===== src/rtl/lsu_stage_pkg.sv =====
`default_nettype none
// ============================================================================
// Module      : lsu_stage_pkg
// Description : Shared definitions for the load/store stage. Holds the
//               memory base address default, the RV64 funct3 size codes,
//               the FSM state encoding and small decode helpers.
// Ports       : none (package)
// Revision    : 1.0 - initial release
// ============================================================================
package lsu_stage_pkg;

    // Physical address that maps to memory doubleword index 0.
    localparam logic [63:0] MEM_BASE_DEFAULT = 64'h8000_0000;

    // RV64 load/store funct3 size/sign codes.
    localparam logic [2:0] F3_B   = 3'b000;
    localparam logic [2:0] F3_H   = 3'b001;
    localparam logic [2:0] F3_W   = 3'b010;
    localparam logic [2:0] F3_D   = 3'b011;
    localparam logic [2:0] F3_BU  = 3'b100;
    localparam logic [2:0] F3_HU  = 3'b101;
    localparam logic [2:0] F3_WU  = 3'b110;
    localparam logic [2:0] F3_BAD = 3'b111;

    typedef enum logic [1:0] {
        ST_IDLE = 2'd0,
        ST_REQ  = 2'd1,
        ST_RESP = 2'd2
    } state_t;

    // Low address bits that must be zero for a size-aligned access
    // (access size in bytes minus one).
    function automatic logic [2:0] size_mask(input logic [2:0] funct3);
        case (funct3[1:0])
            2'b00:   return 3'd0;
            2'b01:   return 3'd1;
            2'b10:   return 3'd3;
            default: return 3'd7;
        endcase
    endfunction

    // Reserved size code, or a store using an unsigned-load code.
    function automatic logic op_illegal(input logic store, input logic [2:0] funct3);
        return (funct3 == F3_BAD) || (store && funct3[2]);
    endfunction

endpackage
`default_nettype wire


===== src/rtl/lsu_stage_if.sv =====
`default_nettype none
// ============================================================================
// Module      : lsu_stage_if
// Description : Memory bus between the load/store stage and data memory.
// Ports       : master - lsu side  : drives mem_req/mem_wen/mem_idx/
//                                     mem_wdata/mem_wmask, samples
//                                     mem_ack/mem_rdata
//               slave  - memory side: the reverse
// Revision    : 1.0 - initial release
// ============================================================================
interface lsu_stage_if;
    logic        mem_req;
    logic        mem_wen;
    logic [63:0] mem_idx;
    logic [63:0] mem_wdata;
    logic [63:0] mem_wmask;
    logic        mem_ack;
    logic [63:0] mem_rdata;

    modport master (
        output mem_req, mem_wen, mem_idx, mem_wdata, mem_wmask,
        input  mem_ack, mem_rdata
    );

    modport slave (
        input  mem_req, mem_wen, mem_idx, mem_wdata, mem_wmask,
        output mem_ack, mem_rdata
    );
endinterface
`default_nettype wire


===== src/rtl/lsu_align.sv =====
`default_nettype none
// ============================================================================
// Module      : lsu_align
// Description : Combinational byte-lane steering. Packs store data into its
//               doubleword lanes with a bit-level write mask, and unpacks a
//               read doubleword into a right-aligned, size-truncated,
//               sign- or zero-extended result.
// Ports       : funct3      - size/sign code
//               offset      - byte lane of the access (addr[2:0])
//               store_data  - right-aligned store data
//               store_wdata - store data shifted into its lanes
//               store_wmask - one mask bit per data bit
//               load_raw    - doubleword returned by memory
//               load_data   - extended load result
// Revision    : 1.0 - initial release
// ============================================================================
module lsu_align
    import lsu_stage_pkg::*;
(
    input  logic [2:0]  funct3,
    input  logic [2:0]  offset,
    input  logic [63:0] store_data,
    output logic [63:0] store_wdata,
    output logic [63:0] store_wmask,
    input  logic [63:0] load_raw,
    output logic [63:0] load_data
);

    logic [5:0]  w_shamt;
    logic [7:0]  w_byte_mask;
    logic [7:0]  w_lane_mask;
    logic [63:0] w_shifted;

    always_comb begin
        w_shamt     = {offset, 3'b000};
        store_wdata = store_data << w_shamt;

        case (funct3[1:0])
            2'b00:   w_byte_mask = 8'h01;
            2'b01:   w_byte_mask = 8'h03;
            2'b10:   w_byte_mask = 8'h0F;
            default: w_byte_mask = 8'hFF;
        endcase
        w_lane_mask = w_byte_mask << offset;

        store_wmask = '0;
        for (int i = 0; i < 8; i++) begin
            store_wmask[8*i +: 8] = {8{w_lane_mask[i]}};
        end

        w_shifted = load_raw >> w_shamt;
        case (funct3)
            F3_B:    load_data = {{56{w_shifted[7]}},  w_shifted[7:0]};
            F3_H:    load_data = {{48{w_shifted[15]}}, w_shifted[15:0]};
            F3_W:    load_data = {{32{w_shifted[31]}}, w_shifted[31:0]};
            F3_D:    load_data = w_shifted;
            F3_BU:   load_data = {56'd0, w_shifted[7:0]};
            F3_HU:   load_data = {48'd0, w_shifted[15:0]};
            F3_WU:   load_data = {32'd0, w_shifted[31:0]};
            default: load_data = '0;
        endcase
    end

endmodule
`default_nettype wire


===== src/rtl/lsu_stage.sv =====
`default_nettype none
// ============================================================================
// Module      : lsu_stage
// Description : Single-outstanding RV64 load/store unit. Accepts one request
//               from the execute stage, issues one memory access (with an
//               ack timeout), and returns one response to writeback.
//               Optional build macro LSU_MISALIGN_CHECK_EN turns misaligned
//               accesses into error responses; without it the address is
//               aligned down to the access size.
// Ports       : clock, reset             - clock, synchronous active-high reset
//               in_valid/in_ready         - request handshake
//               in_store, in_funct3, in_addr, in_wdata, in_rd - request
//               mem (lsu_stage_if.master) - data memory bus
//               out_valid/out_ready       - response handshake
//               out_rdata, out_rd, out_wen, out_err - response
// Revision    : 1.0 - initial release
// ============================================================================
module lsu_stage
    import lsu_stage_pkg::*;
#(
    parameter logic [63:0] MEM_BASE    = MEM_BASE_DEFAULT,
    parameter int          ACK_TIMEOUT = 16
) (
    input  logic              clock,
    input  logic              reset,

    input  logic              in_valid,
    output logic              in_ready,
    input  logic              in_store,
    input  logic [2:0]        in_funct3,
    input  logic [63:0]       in_addr,
    input  logic [63:0]       in_wdata,
    input  logic [4:0]        in_rd,

    lsu_stage_if.master       mem,

    output logic              out_valid,
    input  logic              out_ready,
    output logic [63:0]       out_rdata,
    output logic [4:0]        out_rd,
    output logic              out_wen,
    output logic              out_err
);

    localparam int          CNT_W     = $clog2(ACK_TIMEOUT + 1);
    localparam logic [CNT_W-1:0] CNT_LAST = CNT_W'(ACK_TIMEOUT - 1);

    state_t            r_state;
    state_t            w_next_state;

    logic              r_store;
    logic [2:0]        r_funct3;
    logic [63:0]       r_addr;
    logic [63:0]       r_wdata;
    logic [4:0]        r_rd;
    logic              r_err;
    logic [63:0]       r_rdata;
    logic [CNT_W-1:0]  r_cnt;

    logic              w_accept;
    logic [2:0]        w_size_mask;
    logic [63:0]       w_aligned_addr;
    logic              w_op_err;
    logic              w_timeout;
    logic [63:0]       w_store_wdata;
    logic [63:0]       w_store_wmask;
    logic [63:0]       w_load_data;

    // ------------------------------------------------------------------
    // Request decode
    // ------------------------------------------------------------------
    assign w_accept       = in_valid && (r_state == ST_IDLE);
    assign w_size_mask    = size_mask(in_funct3);
    assign w_aligned_addr = in_addr & ~{61'd0, w_size_mask};

`ifdef LSU_MISALIGN_CHECK_EN
    logic w_misaligned;
    assign w_misaligned = |(in_addr[2:0] & w_size_mask);
    assign w_op_err     = op_illegal(in_store, in_funct3) || w_misaligned;
`else
    assign w_op_err     = op_illegal(in_store, in_funct3);
`endif

    // Last permitted REQ cycle passed without an ack.
    assign w_timeout = (r_state == ST_REQ) && !mem.mem_ack && (r_cnt == CNT_LAST);

    // Shared lane steering: packs the latched store, unpacks the read data.
    lsu_align u_align (
        .funct3      (r_funct3),
        .offset      (r_addr[2:0]),
        .store_data  (r_wdata),
        .store_wdata (w_store_wdata),
        .store_wmask (w_store_wmask),
        .load_raw    (mem.mem_rdata),
        .load_data   (w_load_data)
    );

    // ------------------------------------------------------------------
    // FSM: state register
    // ------------------------------------------------------------------
    always_ff @(posedge clock) begin
        if (reset) begin
            r_state <= ST_IDLE;
        end else begin
            r_state <= w_next_state;
        end
    end

    // ------------------------------------------------------------------
    // FSM: next state
    // ------------------------------------------------------------------
    always_comb begin
        w_next_state = r_state;
        case (r_state)
            ST_IDLE: begin
                if (w_accept) begin
                    w_next_state = w_op_err ? ST_RESP : ST_REQ;
                end
            end
            ST_REQ: begin
                if (mem.mem_ack || w_timeout) begin
                    w_next_state = ST_RESP;
                end
            end
            ST_RESP: begin
                if (out_ready) begin
                    w_next_state = ST_IDLE;
                end
            end
            default: w_next_state = ST_IDLE;
        endcase
    end

    // ------------------------------------------------------------------
    // Transaction registers
    // ------------------------------------------------------------------
    always_ff @(posedge clock) begin
        if (reset) begin
            r_store  <= 1'b0;
            r_funct3 <= 3'd0;
            r_addr   <= '0;
            r_wdata  <= '0;
            r_rd     <= 5'd0;
            r_err    <= 1'b0;
            r_rdata  <= '0;
            r_cnt    <= '0;
        end else begin
            case (r_state)
                ST_IDLE: begin
                    if (w_accept) begin
                        r_store  <= in_store;
                        r_funct3 <= in_funct3;
                        r_addr   <= w_aligned_addr;
                        r_wdata  <= in_wdata;
                        r_rd     <= in_rd;
                        r_err    <= w_op_err;
                        r_rdata  <= '0;
                        r_cnt    <= '0;
                    end
                end
                ST_REQ: begin
                    if (mem.mem_ack) begin
                        r_rdata <= r_store ? 64'd0 : w_load_data;
                        r_cnt   <= '0;
                    end else if (w_timeout) begin
                        r_err   <= 1'b1;
                        r_rdata <= '0;
                        r_cnt   <= '0;
                    end else begin
                        r_cnt   <= r_cnt + 1'b1;
                    end
                end
                default: begin
                end
            endcase
        end
    end

    // ------------------------------------------------------------------
    // FSM: outputs. Everything outside its owning state reads as zero.
    // ------------------------------------------------------------------
    always_comb begin
        in_ready      = (r_state == ST_IDLE);

        mem.mem_req   = 1'b0;
        mem.mem_wen   = 1'b0;
        mem.mem_idx   = '0;
        mem.mem_wdata = '0;
        mem.mem_wmask = '0;
        if (r_state == ST_REQ) begin
            mem.mem_req = 1'b1;
            mem.mem_wen = r_store;
            mem.mem_idx = (r_addr - MEM_BASE) >> 3;
            if (r_store) begin
                mem.mem_wdata = w_store_wdata;
                mem.mem_wmask = w_store_wmask;
            end
        end

        out_valid = 1'b0;
        out_rdata = '0;
        out_rd    = 5'd0;
        out_wen   = 1'b0;
        out_err   = 1'b0;
        if (r_state == ST_RESP) begin
            out_valid = 1'b1;
            out_rdata = r_rdata;
            out_rd    = r_rd;
            out_wen   = !r_store && !r_err;
            out_err   = r_err;
        end
    end

endmodule
`default_nettype wire


===== src/flat_wrapper.sv =====
// flat-port wrapper written by rule: the top's interface ports become plain ports
module lsu_stage_flat import lsu_stage_pkg::*;
#(
    parameter logic [63:0] MEM_BASE    = MEM_BASE_DEFAULT,
    parameter int          ACK_TIMEOUT = 16
)
  (clock, reset, in_valid, in_ready, in_store, in_funct3, in_addr, in_wdata, in_rd, out_valid, out_ready, out_rdata, out_rd, out_wen, out_err, mem_mem_req, mem_mem_wen, mem_mem_idx, mem_mem_wdata, mem_mem_wmask, mem_mem_ack, mem_mem_rdata);
  lsu_stage_if mem_i ();
  input  logic clock;
  input  logic reset;
  input  logic in_valid;
  output logic in_ready;
  input  logic in_store;
  input  logic [2:0] in_funct3;
  input  logic [63:0] in_addr;
  input  logic [63:0] in_wdata;
  input  logic [4:0] in_rd;
  output logic out_valid;
  input  logic out_ready;
  output logic [63:0] out_rdata;
  output logic [4:0] out_rd;
  output logic out_wen;
  output logic out_err;
  output wire logic [$bits(mem_i.mem_req)-1:0] mem_mem_req;
  output wire logic [$bits(mem_i.mem_wen)-1:0] mem_mem_wen;
  output wire logic [$bits(mem_i.mem_idx)-1:0] mem_mem_idx;
  output wire logic [$bits(mem_i.mem_wdata)-1:0] mem_mem_wdata;
  output wire logic [$bits(mem_i.mem_wmask)-1:0] mem_mem_wmask;
  input wire logic [$bits(mem_i.mem_ack)-1:0] mem_mem_ack;
  input wire logic [$bits(mem_i.mem_rdata)-1:0] mem_mem_rdata;
  assign mem_mem_req = mem_i.mem_req;
  assign mem_mem_wen = mem_i.mem_wen;
  assign mem_mem_idx = mem_i.mem_idx;
  assign mem_mem_wdata = mem_i.mem_wdata;
  assign mem_mem_wmask = mem_i.mem_wmask;
  assign mem_i.mem_ack = mem_mem_ack;
  assign mem_i.mem_rdata = mem_mem_rdata;
  lsu_stage #(.MEM_BASE(MEM_BASE), .ACK_TIMEOUT(ACK_TIMEOUT)) u_core (.clock(clock), .reset(reset), .in_valid(in_valid), .in_ready(in_ready), .in_store(in_store), .in_funct3(in_funct3), .in_addr(in_addr), .in_wdata(in_wdata), .in_rd(in_rd), .mem(mem_i), .out_valid(out_valid), .out_ready(out_ready), .out_rdata(out_rdata), .out_rd(out_rd), .out_wen(out_wen), .out_err(out_err));
endmodule

===== config.mk =====
export PLATFORM = sky130hd
export DESIGN_NAME = lsu_stage_flat
export DESIGN_NICKNAME = d
export VERILOG_FILES = /design/src/rtl/lsu_stage_pkg.sv /design/src/rtl/lsu_stage_if.sv /design/src/rtl/lsu_align.sv /design/src/rtl/lsu_stage.sv /design/src/flat_wrapper.sv
export SDC_FILE = /design/constraint.sdc
export NUM_CORES = 1
export LEC_CHECK = 0
export ABC_AREA = 1
export CAP_MARGIN = 20
export CORE_AREA = 2 2 186 188
export CTS_BUF_LIST = sky130_fd_sc_hd__clkbuf_8 sky130_fd_sc_hd__clkbuf_16
export DETAILED_ROUTE_END_ITERATION = 10
export DIE_AREA = 0 0 188 190
export MAX_ROUTING_LAYER = met4
export PLACE_DENSITY = 0.77
export SLEW_MARGIN = 20
export SYNTH_ARGS = -nofsm -noshare
export SYNTH_HDL_FRONTEND = slang
export SYNTH_SLANG_ARGS = --single-unit

===== constraint.sdc =====
create_clock -name clock -period 6.2 [get_ports clock]
set_input_delay 0.93 -clock clock [delete_from_list [all_inputs] [get_ports clock]]
set_output_delay 0.93 -clock clock [all_outputs]
set_load 0.005 [all_outputs]

==> results.md <==
- PortBufs: 469
- Synth Register Bits: 209
- Layout area overhead: 38.6%
- Req. time, crit path: 5.27 ns
- CTS HTree Levels: 1
- Internal: 2.79 mW
- Cell count after placement: 2897
- CTS buffer count: 25
- Ys Warns: 0
- Placer's final routability congestion estimate: 0.977
- Net Sw Frac: 34.0%
- Die width: 188 µm
- Seq/Total Area, Yosys: 31.8%
- Crit end category: primary output
- Post-Place Cell Area: 17400 µm²
- Fin util: 53.6%
- Comb pwr share: 27.6%
- Fmax: 0.195 GHz
- Skew-Pair Late Insertion Delay: 0.53 ns
- GRT Resource Usage Total: 29.2%
- Root buffer cell: clkbuf_16
- CTS tree: yes
- Post-CTS setup buffers: 0
- Fill count: 3325
- Largest net degree at the start of global routing: 115
- Rel. slew slack: 33.7%
- Share of cells above drive strength 1: 3.58%
- DR vias/cell: 5.22
- Worst EP arrival: 4.20 ns
- Vias: 15400
- First-pass GRT wire length: 79800 µm
- Crit path kind: register to primary output
- Power Total: 4.23 mW
- Slowest-stage cell, CP: nor2_1
- Worst-path fanout max: 49
- 1st-pass router iterations: 6
- Clk buf depth: 3
- Crit path buf inv count: 6
- Top delay family on crit path: buffers and inverters
- Leakage: 7.34 nW
- Hold Violations, Final: 0
- Commonest non-fill, non-tap cells in the layout: nand2_1 (526), clkdlybuf4s50_1 (469), nor2_1 (403)
- Number of global-route vias before repair: 14400
- Hold Path Class: register to register
- DR WL/cell: 18.1 µm
- Multi-input logic area: 7160 µm²
- PD cells: 232 nW/µm²
- Row cnt: 68
- Slew Limit Fails: 0
- Top-Level Pins: 473
- Post-route ant nets: 0
- Antenna violations before repair: 8
- RSZ-0062 raised after global routing: false
- Slew @ Worst Pin: 0.995 ns
- Most common cell after layout, fill and taps aside: nand2_1
- Setup TNS: 0 ns
- Cts hold-fix bufs: 0
- Dpl hpwl: 39200 µm
- Design Area, Final: 18200 µm²
- NetSw: 1.44 mW
- Mapped Area: 13100 µm²
- Storage element area: 4190 µm²
- Nets: 2677
- Core region area: 33900 µm²
- Final setup violation count: 0
- Max-cap violations: 0
- Remaining DRCs: 0
- CP most frequent cell: inv_2
- Post-cts sizing count: 0
- WL final: 53500 µm
- Clock power share: 35.3%
- Worst VDD drop: 0.188 mV
- Status: completed
- Initial Utilization: 38.7%
- Die footprint: 35700 µm²
- Post-synthesis cell type count: 39
- Fin crit period: 5.13 ns
- Overflow after GRT: 0
- Crit-path cells: inv_2, nand2_2, buf_4, nor2_2, inv_2, nor2_4, inv_2, nor2_1, inv_1, nor2_1, clkdlybuf4s50_1
- # clock sinks: 209
- Fraction of power consumed by sequential logic: 37.1%
- Starting DRT DRC Count: 1415
- Fin cells: 2951
- Period utilization: 82.7%
- Skew final: 0.0138 ns
- Reg clk slew, reported paths: 0.06 ns
- Max incr delay on CP: 0.53 ns
- Die height: 190 µm
- Syn Inst Count: 2169
- Avg Cell Area, Syn: 6.06 µm²
- Crit start category: register
[synthesized netlist by cell type (all sizes together)]
cell / number / area share [%]
a211oi: 4 / 0.23
a21oi: 97 / 3.7
a22oi: 11 / 0.63
a31oi: 2 / 0.095
buf: 147 / 7.1
clkbuf: 64 / 1.8
conb: 1 / 0.029
dfxtp: 209 / 32
ha: 2 / 0.19
inv: 170 / 4.9
mux2i: 15 / 1.1
nand2: 532 / 15
nand3: 100 / 4.0
nand4: 39 / 1.9
nor2: 410 / 12
nor3: 15 / 0.65
o211ai: 19 / 1.1
o21a: 1 / 0.057
o21ai: 288 / 11
o21bai: 1 / 0.057
o22ai: 15 / 0.71
or2: 12 / 0.57
xnor2: 6 / 0.40
xor2: 9 / 0.60
[logic make-up after synthesis]
kind of cell | count (synthesis) | synth area share, %
and+or+nand+nor | 1108 | 34.4
AOI/OAI and AO/OA | 438 | 17.6
buffers and inverters | 381 | 13.9
DFF | 209 | 31.8
xor gates and xnor gates | 15 | 1.00
muxes | 15 | 1.14
adders and majority gates | 2 | 0.190
other | 1 | 0.0285
[state kept, by name, summed over array words and instances, names as in the netlist]
register / count
u_core.r_cnt: 5
u_core.r_rd: 5
u_core.r_addr: 64
u_core.r_funct3: 3
u_core.r_state: 2
u_core.r_err: 1
u_core.r_store: 1
u_core.r_wdata: 64
u_core.r_rdata: 64
[layer usage]
metal  vias to the layer above  wire [µm]  track usage [%]
met5                         -          0                -
met4                         0       1820             10.4
met3                        99       4610             5.59
met2                       772      25300             48.6
met1                      7032      21800             35.2
li1                       7506          -                -
[cell type report]
cell class                      count  area share, %
Multi-Input combinational cell   1581           39.3
Timing Repair Buffer              482           26.3
Sequential cell                   209           23.0
Clock buffer                       32           3.96
Inverter                          170           3.52
Tap cell                          455           3.13
Clock inverter                     14          0.653
Antenna cell                        8          0.110
[power groups by stage]
stage / clock [mW] / combinational (mW) / sequential, mW
2_1_floorplan: 0 / 0.767 / 1.54
3_5_place_dp: 0 / 1.15 / 1.59
4_1_cts: 1.51 / 1.16 / 1.56
3_3_place_gp: 0 / 1.14 / 1.59
5_1_grt: 1.57 / 1.29 / 1.58
6_report: 1.49 / 1.17 / 1.57
[worst min-delay path, delay by kind of cell, from the launching register on]
kind	cells	cell delay (ns)
and+or+nand+nor	2	0.10
DFF	1	0.31
[path summary, 6_finish.rpt]
check / from / to / slack, ns / cells past startpoint
max: u_core.r_state[1]$_SDFFE_PP0P_ / mem_mem_wdata[5] / 1.07 / 11
min: u_core.r_rdata[50]$_SDFFE_PP0P_ / u_core.r_rdata[50]$_SDFFE_PP0P_ / 0.45 / 2
max reg2reg: u_core.r_addr[0]$_SDFFE_PP0P_ / u_core.r_rdata[16]$_SDFFE_PP0P_ / 2.43 / 12
min reg2reg: u_core.r_rdata[50]$_SDFFE_PP0P_ / u_core.r_rdata[50]$_SDFFE_PP0P_ / 0.45 / 2
[stage by stage]
| step | hold WS, ns | worst slack, ns |
|---|---|---|
| global route | 0.471 | 0.718 |
| detailed placement | 0.440 | 1.64 |
| floorplan | 0.426 | 3.44 |
| finish | 0.449 | 1.07 |
| global placement | 0.440 | 1.83 |
| CTS | 0.453 | 1.07 |
(Power assumes the default switching activity.)
